==> src/rtl/lift_scan_controller.sv <==
// SCAN lift controller for an N-floor shaft.
// Latches hall/car calls, times travel and door dwell, drives stop info.
module lift_scan_controller #(
  parameter int N_FLOORS      = 5,
  parameter int FLOOR_W       = $clog2(N_FLOORS),
  parameter int TRAVEL_CYCLES = 2,
  parameter int DOOR_CYCLES   = 3
) (
  input  logic                clk,
  input  logic                reset,
  input  logic [N_FLOORS-1:0] DirectionUp,
  input  logic [N_FLOORS-1:0] DirectionDown,
  input  logic [N_FLOORS-1:0] Floors,
  output logic [FLOOR_W-1:0]  NextFloor,
  output logic [1:0]          NextStopDirection,
  output logic [FLOOR_W-1:0]  CurrentFloor,
  output logic                DoorOpen,
  output logic [N_FLOORS-1:0] Pending
);

  localparam int TW = $clog2(TRAVEL_CYCLES + 1);
  localparam int DW = $clog2(DOOR_CYCLES + 1);
  localparam logic [N_FLOORS-1:0] ONE = N_FLOORS'(1);
  localparam logic [N_FLOORS-1:0] TOP_MASK = ~(ONE << (N_FLOORS - 1));
  localparam logic [N_FLOORS-1:0] BOT_MASK = ~ONE;
  localparam logic [N_FLOORS-1:0] NONE = '0;

  typedef enum logic [1:0] {
    IDLE, MOVE_UP, MOVE_DOWN, DOOR_OPEN
  } state_t;

  state_t state, state_nx;
  logic [N_FLOORS-1:0] pend_up, pend_dn, pend_car;
  logic [N_FLOORS-1:0] pend_up_nx, pend_dn_nx, pend_car_nx;
  logic [FLOOR_W-1:0] floor_q, floor_nx;
  logic [FLOOR_W-1:0] next_floor_q, next_floor_nx;
  logic [TW-1:0] travel_q, travel_nx;
  logic [DW-1:0] door_q, door_nx;
  logic last_up, last_up_nx;
  logic served_up, served_up_nx;

  logic [N_FLOORS-1:0] pend_any, hi_c, lo_c, stop_u, stop_d;
  logic [N_FLOORS-1:0] any_nx, stop_u_nx, stop_d_nx;
  logic [N_FLOORS-1:0] in_up, in_dn, in_car, oh_cur, oh_nx;
  logic [FLOOR_W-1:0] arr_floor;
  logic above, below, here, here_up, here_dn;
  logic arr_stop, arr_srv, absorb;
  logic enter_door, srv_sel, go_up, go_dn;

  function automatic logic [N_FLOORS-1:0] higher(
    input logic [N_FLOORS-1:0] v
  );
    logic [N_FLOORS-1:0] r;
    r = '0;
    for (int i = 0; i < N_FLOORS; i++)
      for (int j = 0; j < N_FLOORS; j++)
        if (j > i && v[j]) r[i] = 1'b1;
    return r;
  endfunction

  function automatic logic [N_FLOORS-1:0] lower(
    input logic [N_FLOORS-1:0] v
  );
    logic [N_FLOORS-1:0] r;
    r = '0;
    for (int i = 0; i < N_FLOORS; i++)
      for (int j = 0; j < N_FLOORS; j++)
        if (j < i && v[j]) r[i] = 1'b1;
    return r;
  endfunction

  function automatic logic pick(
    input logic [N_FLOORS-1:0] v,
    input logic [FLOOR_W-1:0]  f
  );
    logic r;
    r = 1'b0;
    for (int i = 0; i < N_FLOORS; i++)
      if (FLOOR_W'(i) == f) r = v[i];
    return r;
  endfunction

  function automatic logic [N_FLOORS-1:0] onehot(
    input logic [FLOOR_W-1:0] f
  );
    return ONE << f;
  endfunction

  function automatic logic [FLOOR_W-1:0] near_up(
    input logic [N_FLOORS-1:0] s,
    input logic [FLOOR_W-1:0]  f
  );
    logic [FLOOR_W-1:0] r;
    r = f;
    for (int i = N_FLOORS - 1; i >= 0; i--)
      if (FLOOR_W'(i) > f && s[i]) r = FLOOR_W'(i);
    return r;
  endfunction

  function automatic logic [FLOOR_W-1:0] near_dn(
    input logic [N_FLOORS-1:0] s,
    input logic [FLOOR_W-1:0]  f
  );
    logic [FLOOR_W-1:0] r;
    r = f;
    for (int i = 0; i < N_FLOORS; i++)
      if (FLOOR_W'(i) < f && s[i]) r = FLOOR_W'(i);
    return r;
  endfunction

  assign pend_any = pend_up | pend_dn | pend_car;
  assign hi_c = higher(pend_any);
  assign lo_c = lower(pend_any);
  assign stop_u = pend_car | pend_up | (pend_dn & ~hi_c);
  assign stop_d = pend_car | pend_dn | (pend_up & ~lo_c);

  assign above = pick(hi_c, floor_q);
  assign below = pick(lo_c, floor_q);
  assign here = pick(pend_any, floor_q);
  assign here_up = pick(pend_up, floor_q);
  assign here_dn = pick(pend_dn, floor_q);

  assign arr_floor = (state == MOVE_UP) ? floor_q + FLOOR_W'(1)
                                        : floor_q - FLOOR_W'(1);
  assign arr_stop = (state == MOVE_UP) ? pick(stop_u, arr_floor)
                                       : pick(stop_d, arr_floor);
  // Arriving with only the opposite call left at the end of the run
  // serves that call, so it turns the car around.
  assign arr_srv = (state == MOVE_UP)
    ? ~(pick(pend_dn, arr_floor) & ~pick(hi_c, arr_floor)
        & ~pick(pend_up, arr_floor))
    : (pick(pend_up, arr_floor) & ~pick(lo_c, arr_floor)
       & ~pick(pend_dn, arr_floor));

  // Next-state logic: transitions, timers, direction memory
  always_comb begin
    state_nx = state;
    floor_nx = floor_q;
    travel_nx = travel_q;
    door_nx = door_q;
    last_up_nx = last_up;
    served_up_nx = served_up;
    enter_door = 1'b0;
    srv_sel = last_up;
    go_up = 1'b0;
    go_dn = 1'b0;
    unique case (state)
      IDLE: begin
        if (here) begin
          enter_door = 1'b1;
          srv_sel = last_up ? (here_up | ~here_dn)
                            : (here_up & ~here_dn);
        end else if (above && below) begin
          go_up = last_up;
          go_dn = ~last_up;
        end else begin
          go_up = above;
          go_dn = below;
        end
      end
      MOVE_UP, MOVE_DOWN: begin
        if (travel_q == TW'(TRAVEL_CYCLES - 1)) begin
          travel_nx = '0;
          floor_nx = arr_floor;
          if (arr_stop) begin
            enter_door = 1'b1;
            srv_sel = arr_srv;
          end
        end else begin
          travel_nx = travel_q + TW'(1);
        end
      end
      DOOR_OPEN: begin
        if (door_q == DW'(DOOR_CYCLES - 1)) begin
          door_nx = '0;
          state_nx = IDLE;
          go_up = above & (last_up | ~below);
          go_dn = below & (~last_up | ~above);
        end else begin
          door_nx = door_q + DW'(1);
        end
      end
    endcase
    if (go_up) begin
      state_nx = MOVE_UP;
      last_up_nx = 1'b1;
      travel_nx = '0;
    end
    if (go_dn) begin
      state_nx = MOVE_DOWN;
      last_up_nx = 1'b0;
      travel_nx = '0;
    end
    if (enter_door) begin
      state_nx = DOOR_OPEN;
      door_nx = '0;
      served_up_nx = srv_sel;
    end
  end

  assign oh_cur = onehot(floor_q);
  assign oh_nx = onehot(floor_nx);
  assign absorb = (state == DOOR_OPEN);

  assign in_car = Floors & ~(absorb ? oh_cur : NONE);
  assign in_up = DirectionUp & TOP_MASK
    & ~((absorb && served_up) ? oh_cur : NONE);
  assign in_dn = DirectionDown & BOT_MASK
    & ~((absorb && !served_up) ? oh_cur : NONE);

  assign pend_car_nx = (pend_car & ~(enter_door ? oh_nx : NONE))
    | in_car;
  assign pend_up_nx = (pend_up
    & ~((enter_door && srv_sel) ? oh_nx : NONE)) | in_up;
  assign pend_dn_nx = (pend_dn
    & ~((enter_door && !srv_sel) ? oh_nx : NONE)) | in_dn;

  assign any_nx = pend_up_nx | pend_dn_nx | pend_car_nx;
  assign stop_u_nx = pend_car_nx | pend_up_nx
    | (pend_dn_nx & ~higher(any_nx));
  assign stop_d_nx = pend_car_nx | pend_dn_nx
    | (pend_up_nx & ~lower(any_nx));

  assign next_floor_nx =
    (state_nx == MOVE_UP)   ? near_up(stop_u_nx, floor_nx) :
    (state_nx == MOVE_DOWN) ? near_dn(stop_d_nx, floor_nx) :
                              floor_nx;

  // State and datapath registers
  always_ff @(posedge clk or posedge reset) begin
    if (reset) begin
      state <= IDLE;
      floor_q <= '0;
      next_floor_q <= '0;
      travel_q <= '0;
      door_q <= '0;
      last_up <= 1'b1;
      served_up <= 1'b1;
      pend_up <= '0;
      pend_dn <= '0;
      pend_car <= '0;
    end else begin
      state <= state_nx;
      floor_q <= floor_nx;
      next_floor_q <= next_floor_nx;
      travel_q <= travel_nx;
      door_q <= door_nx;
      last_up <= last_up_nx;
      served_up <= served_up_nx;
      pend_up <= pend_up_nx;
      pend_dn <= pend_dn_nx;
      pend_car <= pend_car_nx;
    end
  end

  // Output decode from the current state
  always_comb begin
    NextStopDirection = 2'b00;
    DoorOpen = 1'b0;
    unique case (state)
      MOVE_UP:   NextStopDirection = 2'b10;
      MOVE_DOWN: NextStopDirection = 2'b01;
      DOOR_OPEN: DoorOpen = 1'b1;
      default:   ;
    endcase
  end

  assign CurrentFloor = floor_q;
  assign NextFloor = next_floor_q;
  assign Pending = pend_any;

endmodule

==> config.mk <==
export PLATFORM = sky130hd
export DESIGN_NAME = lift_scan_controller
export DESIGN_NICKNAME = d
export VERILOG_FILES = /design/src/rtl/lift_scan_controller.sv
export SDC_FILE = /design/constraint.sdc
export NUM_CORES = 1
export LEC_CHECK = 0
export CAP_MARGIN = 20
export CORE_UTILIZATION = 50
export CTS_BUF_LIST = sky130_fd_sc_hd__clkbuf_8
export CTS_CLUSTER_SIZE = 30
export DETAILED_ROUTE_END_ITERATION = 7
export GPL_TIMING_DRIVEN = 0
export PLACE_DENSITY = 0.76
export SLEW_MARGIN = 25
export SYNTH_ARGS = -nofsm -noshare
export SYNTH_HDL_FRONTEND = slang
export SYNTH_SLANG_ARGS = --single-unit
export TNS_END_PERCENT = 10
==> constraint.sdc <==
create_clock -name clk -period 7.6 [get_ports clk]
set_input_delay 1.52 -clock clk [delete_from_list [all_inputs] [get_ports clk]]
set_output_delay 1.52 -clock clk [all_outputs]
set_load 0.05 [all_outputs]
# ---- Yosys cells after proc, flatten, opt, wreduce, memory -nomap -nowiden
# Cells that the tools add are included.
dict set report totals {
  regBits 29
  inputBits 17
  elab_cells 256
}
dict set report op_classes {
  addsub 4
  n_eq_ne 15
  magnitude_cmp 10
  bitwise_logic 54
  n_reduce_logical 24
  n_mux 137
  n_shift 2
}
# op count
set op_table {}
lappend op_table {{$mux W1} 99}
lappend op_table {{$or A5 B5 Y5} 15}
lappend op_table {{$and A5 B5 Y5} 9}
lappend op_table {{$mux W3} 15}
lappend op_table {{$not A5 Y5} 8}
lappend op_table {{$mux W5} 6}
lappend op_table {{$mux W2} 12}
lappend op_table {{$logic_and A1 B1 Y1} 15}
lappend op_table {{$eq A2 B3 Y1 const A} 4}
lappend op_table {{$not A4 Y5} 2}
lappend op_table {{$shl A1 B3 Y5 const A} 2}
lappend op_table {{$not A1 Y1} 9}
lappend op_table {{$eq A2 B2 Y1 const B} 4}
lappend op_table {{$pmux W1 S2} 4}
lappend op_table {{$and A1 B1 Y1} 7}
lappend op_table {{$eq A1 B3 Y1 const A} 2}
lappend op_table {{$eq A2 B1 Y1 const B} 3}
lappend op_table {{$eq A3 B3 Y1 const A} 2}
lappend op_table {{$gt A1 B3 Y1 const A} 2}
lappend op_table {{$gt A2 B3 Y1 const A} 2}
lappend op_table {{$logic_not A3 Y1} 2}
lappend op_table {{$lt A1 B3 Y1 const A} 2}
lappend op_table {{$lt A2 B3 Y1 const A} 2}
lappend op_table {{$and A4 B5 Y5} 1}
lappend op_table {{other kinds (12)} 17}

# ---- Depth between registers and ports, before layout
dict set report logic_depth {
  word_depth 42
  ltp_mapped 17
  mapped_depth_nobuf 15
}

# ---- Worst setup path after synthesis
# No wires, ideal clock.
dict set report synth_timing {
  kind {register to register}
  start {reg floor_q[0], in the netlist CurrentFloor[0]}
  end {reg next_floor_q[0], in the netlist NextFloor[0]}
  path_buffers 2
  setup_time_ps 123
  arrival_ps 4003
  synth_period_minus_slack_ps 4126
  path_stages_with_launch 17
  t_required_ps 7477
  path_slack_ps 3474
  cell_sequence {dfrtp_1 > inv_1 > clkbuf_1 > ha_1 > buf_2 > nor2b_1 > a32o_2 > and2_1 > o221a_2 > a211oi_2 > o211ai_2 > a41oi_2 > a211oi_1 > and3b_4 > a311o_1 > a32o_1 > o221a_1}
}
dict set report synth_between {
  elab_cells_between_ends 193
  cone_classes {2 x add/sub; 10 x order compare; 10 x eq/ne; 2 x shift; 110 x mux; 43 x bitwise; 16 x reduce/logical}
}
# item line_no
set synth_lines {}
lappend synth_lines {{start, declared} 35} ;# logic [FLOOR_W-1:0] floor_q, floor_nx;
lappend synth_lines {{start signal, assigned} 244} ;# floor_q <= floor_nx;
lappend synth_lines {{$sub A3 B1 Y3 or $add A3 B1 Y3 (tied branches)} {124, 123}}
lappend synth_lines {{$mux W3} 123} ;# assign arr_floor = (state == MOVE_UP) ? floor_q + FLOOR_W'(1)
lappend synth_lines {{$logic_not A3 Y1} 79} ;# if (FLOOR_W'(i) == f) r = v[i];
lappend synth_lines {{$mux W1 (5 in series)} 79}
lappend synth_lines {{$not A1 Y1} 130} ;# ? ~(pick(pend_dn, arr_floor) & ~pick(hi_c, arr_floor)
lappend synth_lines {{$and A1 B1 Y1} 130}
lappend synth_lines {{$and A1 B1 Y1} 131} ;# & ~pick(pend_up, arr_floor))
lappend synth_lines {{$not A1 Y1} 130}
lappend synth_lines {{[9 not listed]} n/a}
lappend synth_lines {{named net pend_up_nx[0]} 34} ;# logic [N_FLOORS-1:0] pend_up_nx, pend_dn_nx, pend_car_nx;
lappend synth_lines {{[5 not listed]} n/a}
lappend synth_lines {{$or A5 B5 Y5 (tied with other cells)} 222} ;# | (pend_up_nx & ~lower(any_nx));
lappend synth_lines {{$logic_and A1 B1 Y1 (tied with other cells)} 107} ;# if (FLOOR_W'(i) < f && s[i]) r = FLOOR_W'(i);
lappend synth_lines {{$mux W3 (tied with other cells) (2 in series)} 107}
lappend synth_lines {{$mux W3 or $logic_and A1 B1 Y1 (tied branches)} 107}
lappend synth_lines {{$mux W3} 107}
lappend synth_lines {{$mux W3} 226} ;# (state_nx == MOVE_DOWN) ? near_dn(stop_d_nx, floor_nx) :
lappend synth_lines {{$mux W3 *} 225} ;# (state_nx == MOVE_UP) ? near_up(stop_u_nx, floor_nx) :
lappend synth_lines {{named net next_floor_nx[0]} 36} ;# logic [FLOOR_W-1:0] next_floor_q, next_floor_nx;
lappend synth_lines {{end signal, assigned} 245} ;# next_floor_q <= next_floor_nx;
lappend synth_lines {{end, declared} 36}
# The timed path passes the listed nets; every way through them passes the cells marked *.
# A chain may end at the register's enable or synchronous reset.

# ---- Worst setup path in the final report
# Same ends and word-level chain as after synthesis.

==> results by group <==
Placed design
  – Placed cell area: 3170 µm²
  – DPL Wire Length: 6630 µm
  – Final estimated routing congestion in global placement: between 1 and 1.5
  – Port bufs: 28

Floorplanning
  – Die area: 5910 µm²
  – Core Area: 5240 µm²
  – Initial Util: 53.5%
  – DIE HEIGHT: 76.9 µm
  – IO Pins: 31
  – Die width: 76.9 µm
  – FP Rows: 26

Final layout
  – Area growth syn-to-layout: 16.2%
  – Reg area: between 700 and 800 µm²
  – Final Instance Area: around 3300 µm²
  – Fraction of layout cells with a size suffix above 1: 14.2%
  – Layout Nets: 405
  – Core Util, Final: 62.2%
  – Most common cell after layout, fill and taps aside: nor2_1
  – Commonest cells after routing, fill and taps aside: 36 x nor2_1, 28 x clkdlybuf4s50_1, 27 x dfrtp_1, 27 x nand2_1
  – Fillers: around 500
  – Multi-input gate area: 1920 µm²
  – N_diodes: 0

Power
  – Tot Pwr: 1.70 mW
  – Pwr/cell area: between 500 and 600 nW/µm²
  – Clk network pwr share: 7.4%
  – Switch share: 56.9%
  – Max VDD drop: 0.280 mV
  – Leak: 1.21 nW
  – Internal power: 0.735 mW
  – Sequential share of power: between 15 and 20%
  – Combinational share of power: 76.9%
  – NetSw: 0.969 mW

STA
  – RSZ-0062 raised after global routing: false
  – Maximum clock frequency: 207 MHz
  – Period minus WS final: 4830 ps
  – Hold Worst Slack: 493 ps
  – Skew final: around 4 ps
  – Tightest Pin Transition: approximately 630 ps
  – Slew Limit Fails: 0
  – Setup TNS: 0 ps
  – Final period util: 63.5%
  – # setup viols final: 0
  – Final Hold Fails: 0
  – Headroom to the max-slew limit: 57.8%

Yosys
  – Syn. warnings: 0
  – Cells after Synth: 343
  – Syn Area/Cell: 8.17 µm²
  – Cell area after synthesis: 2800 µm²
  – Ys async rst share: 100%
  – Number of synthesized flops with an enable pin: 0
  – Sequential area share after synthesis: 26.0%
  – Most used flip-flop cell after synthesis: dfrtp_1
  – Count of cell types in the netlist: 84
  – Syn Nets: between 300 and 400
  – FF+latch count, synth: 29

Status
  – Status: finished, final reports clean

Clock tree
  – CTS resizes: 0
  – CTS Buf Count: 5
  – Max H-tree Level: 2
  – Reg clk slew, reported paths: 70 ps
  – Root Driver: clkbuf_8
  – Clk sinks: 29
  – CTS tree: done
  – Total setup buffers inserted after CTS: 0
  – Clock Tree Buf Depth: 2
  – CTS Hold Bufs: 0
  – Worst-Skew Late Latency: 290 ps

GRT
  – Met2 usage: 47.2%
  – Vias in the first global route: 2680
  – Gr ovfl total: 0
  – Antenna violations before repair: 0
  – Pin count of the biggest net entering global routing: 30
  – Met3 usage: under 10%
  – Met1 Use GR: 42.0%
  – First-pass GRT wire length: 14000 µm
  – Most Used Layer, Global Route: met2
  – All-layer global routing usage: approximately 30%

Route
  – Vias per cell: 6.69
  – # DRC: 0
  – Via Count: 3005
  – 1st-iter DRT viols: 318
  – Post-Route WL: 8650 µm
  – DRT antenna net count: 0
  – Wire per inst: 19.3 µm
  – DRT Pass-1 Iters: 7

Setup path
  – Crit-path max FO: 12
  – CP Launch Type: flop
  – CP Class: flop to flop
  – Crit path DAT: 5000 ps
  – Crit end category: flop
  – Worst path required time: 7770 ps

Job
  – Max-cap violations: 0

Worst hold path
  – Min-Delay Path Class: flop to flop
-- through the flow --
step,instances,setup WS (ps)
2_1_floorplan,343,3470
3_3_place_gp,441,2950
3_5_place_dp,441,2910
4_1_cts,449,2890
5_1_grt,449,2500
6_report,449,2770
-- area by class of cell --
class                           instances  share of cell area (%)
Buffer                                 13                    2.00
Inverter                               25                    2.88
Sequential cell                        29                    22.4
Timing Repair Buffer                   28                    8.60
Clock inverter                          3                   0.538
Multi-Input combinational cell        276                    58.8
Clock buffer                            5                    2.11
Tap cell                               70                    2.69
-- path summary, 6_finish.rpt --
check	from	endpoint	slack, ps	depth (start not counted)
hold reg to reg	door_q[0]$_DFFE_PP0P_	door_q[0]$_DFFE_PP0P_	490	1
max in group asynchronous	reset	pend_up[0]$_DFF_PP0_	5550	2
setup reg to reg	CurrentFloor[0]$_DFF_PP0_	NextFloor[0]$_DFF_PP0_	2770	16
hold / removal	door_q[0]$_DFFE_PP0P_	door_q[0]$_DFFE_PP0P_	490	1
min in group asynchronous	reset	door_q[0]$_DFFE_PP0P_	1630	2
setup / recovery	CurrentFloor[0]$_DFF_PP0_	NextFloor[0]$_DFF_PP0_	2770	16
-- synthesized netlist by cell type (3+ instances only) --
master     number  area [µm²]
inv_1          21        78.8
nor3_2          4        40.0
a311o_1         4        40.0
nand3b_1        3        22.5
a21boi_0        3        22.5
nor3_1          9        45.0
a21oi_1        20         100
a2111oi_0       3        26.3
a211oi_1        4        30.0
nand4_1         3        18.8
dfrtp_1        27         676
nor4b_1         3        26.3
and2_1          5        31.3
inv_2           3        11.3
clkbuf_1        7        26.3
nor2b_1         9        56.3
o31ai_1         4        30.0
nand3_1        11        55.1
buf_2           4        20.0
o21a_1          6        45.0
and3_1          4        25.0
nand2_1        27         101
o211ai_1        3        22.5
nand2b_1        6        37.5
ha_1           10         125
o21ai_0        17        85.1
a22oi_1         3        22.5
a21oi_2         5        43.8
a41o_1          4        40.0
nor2_1         36         135
a31oi_1         9        56.3
-- kinds of logic after synthesis --
logic type	count (synthesis)	share of synthesized area, %
AND/OR/NAND/NOR	135	26.6
multiplexers	3	1.52
buffers and inverters	38	5.67
XOR/XNOR	4	1.52
adder cells (fa/ha/maj)	10	4.46
flip-flops	29	26.0
AO/OA/AOI/OAI	124	34.3
-- registers in the layout, indices dropped and copies added, names as in the netlist --
register / count
state: 2
travel_q: 2
door_q: 2
NextFloor: 3
served_up: 1
pend_car: 5
CurrentFloor: 3
pend_dn: 5
last_up: 1
pend_up: 5
-- power groups by stage --
stage                     combinational, mW  sequential (mW)  clock (mW)
after global routing                   1.41            0.273       0.134
final                                  1.31            0.267       0.126
after detailed placement               1.27            0.267           0
after CTS                              1.28            0.265       0.128
after global placement                 1.26            0.265           0
after floorplan                       0.919            0.304           0
-- worst max-delay path, stage by stage (launching register included) --
cell	delay (ps)
dfrtp_1	460
inv_1	110
clkbuf_1	480
ha_1	330
buf_2	180
xor2_1	360
mux4_2	370
a22oi_1	220
o221a_2	230
a211oi_2	110
o211ai_2	440
a41oi_2	220
a211oi_1	360
and3b_4	300
nand2_1	70
a32o_1	260
o221a_1	210
-- metal layers --
metal | vias up | part of all wire [%]
met5 | - | 0
met1 | 1452 | 44
met4 | 0 | 3.4
li1 | 1364 | -
met2 | 156 | 46
met3 | 33 | 6.9
(Power assumes the default switching activity.)
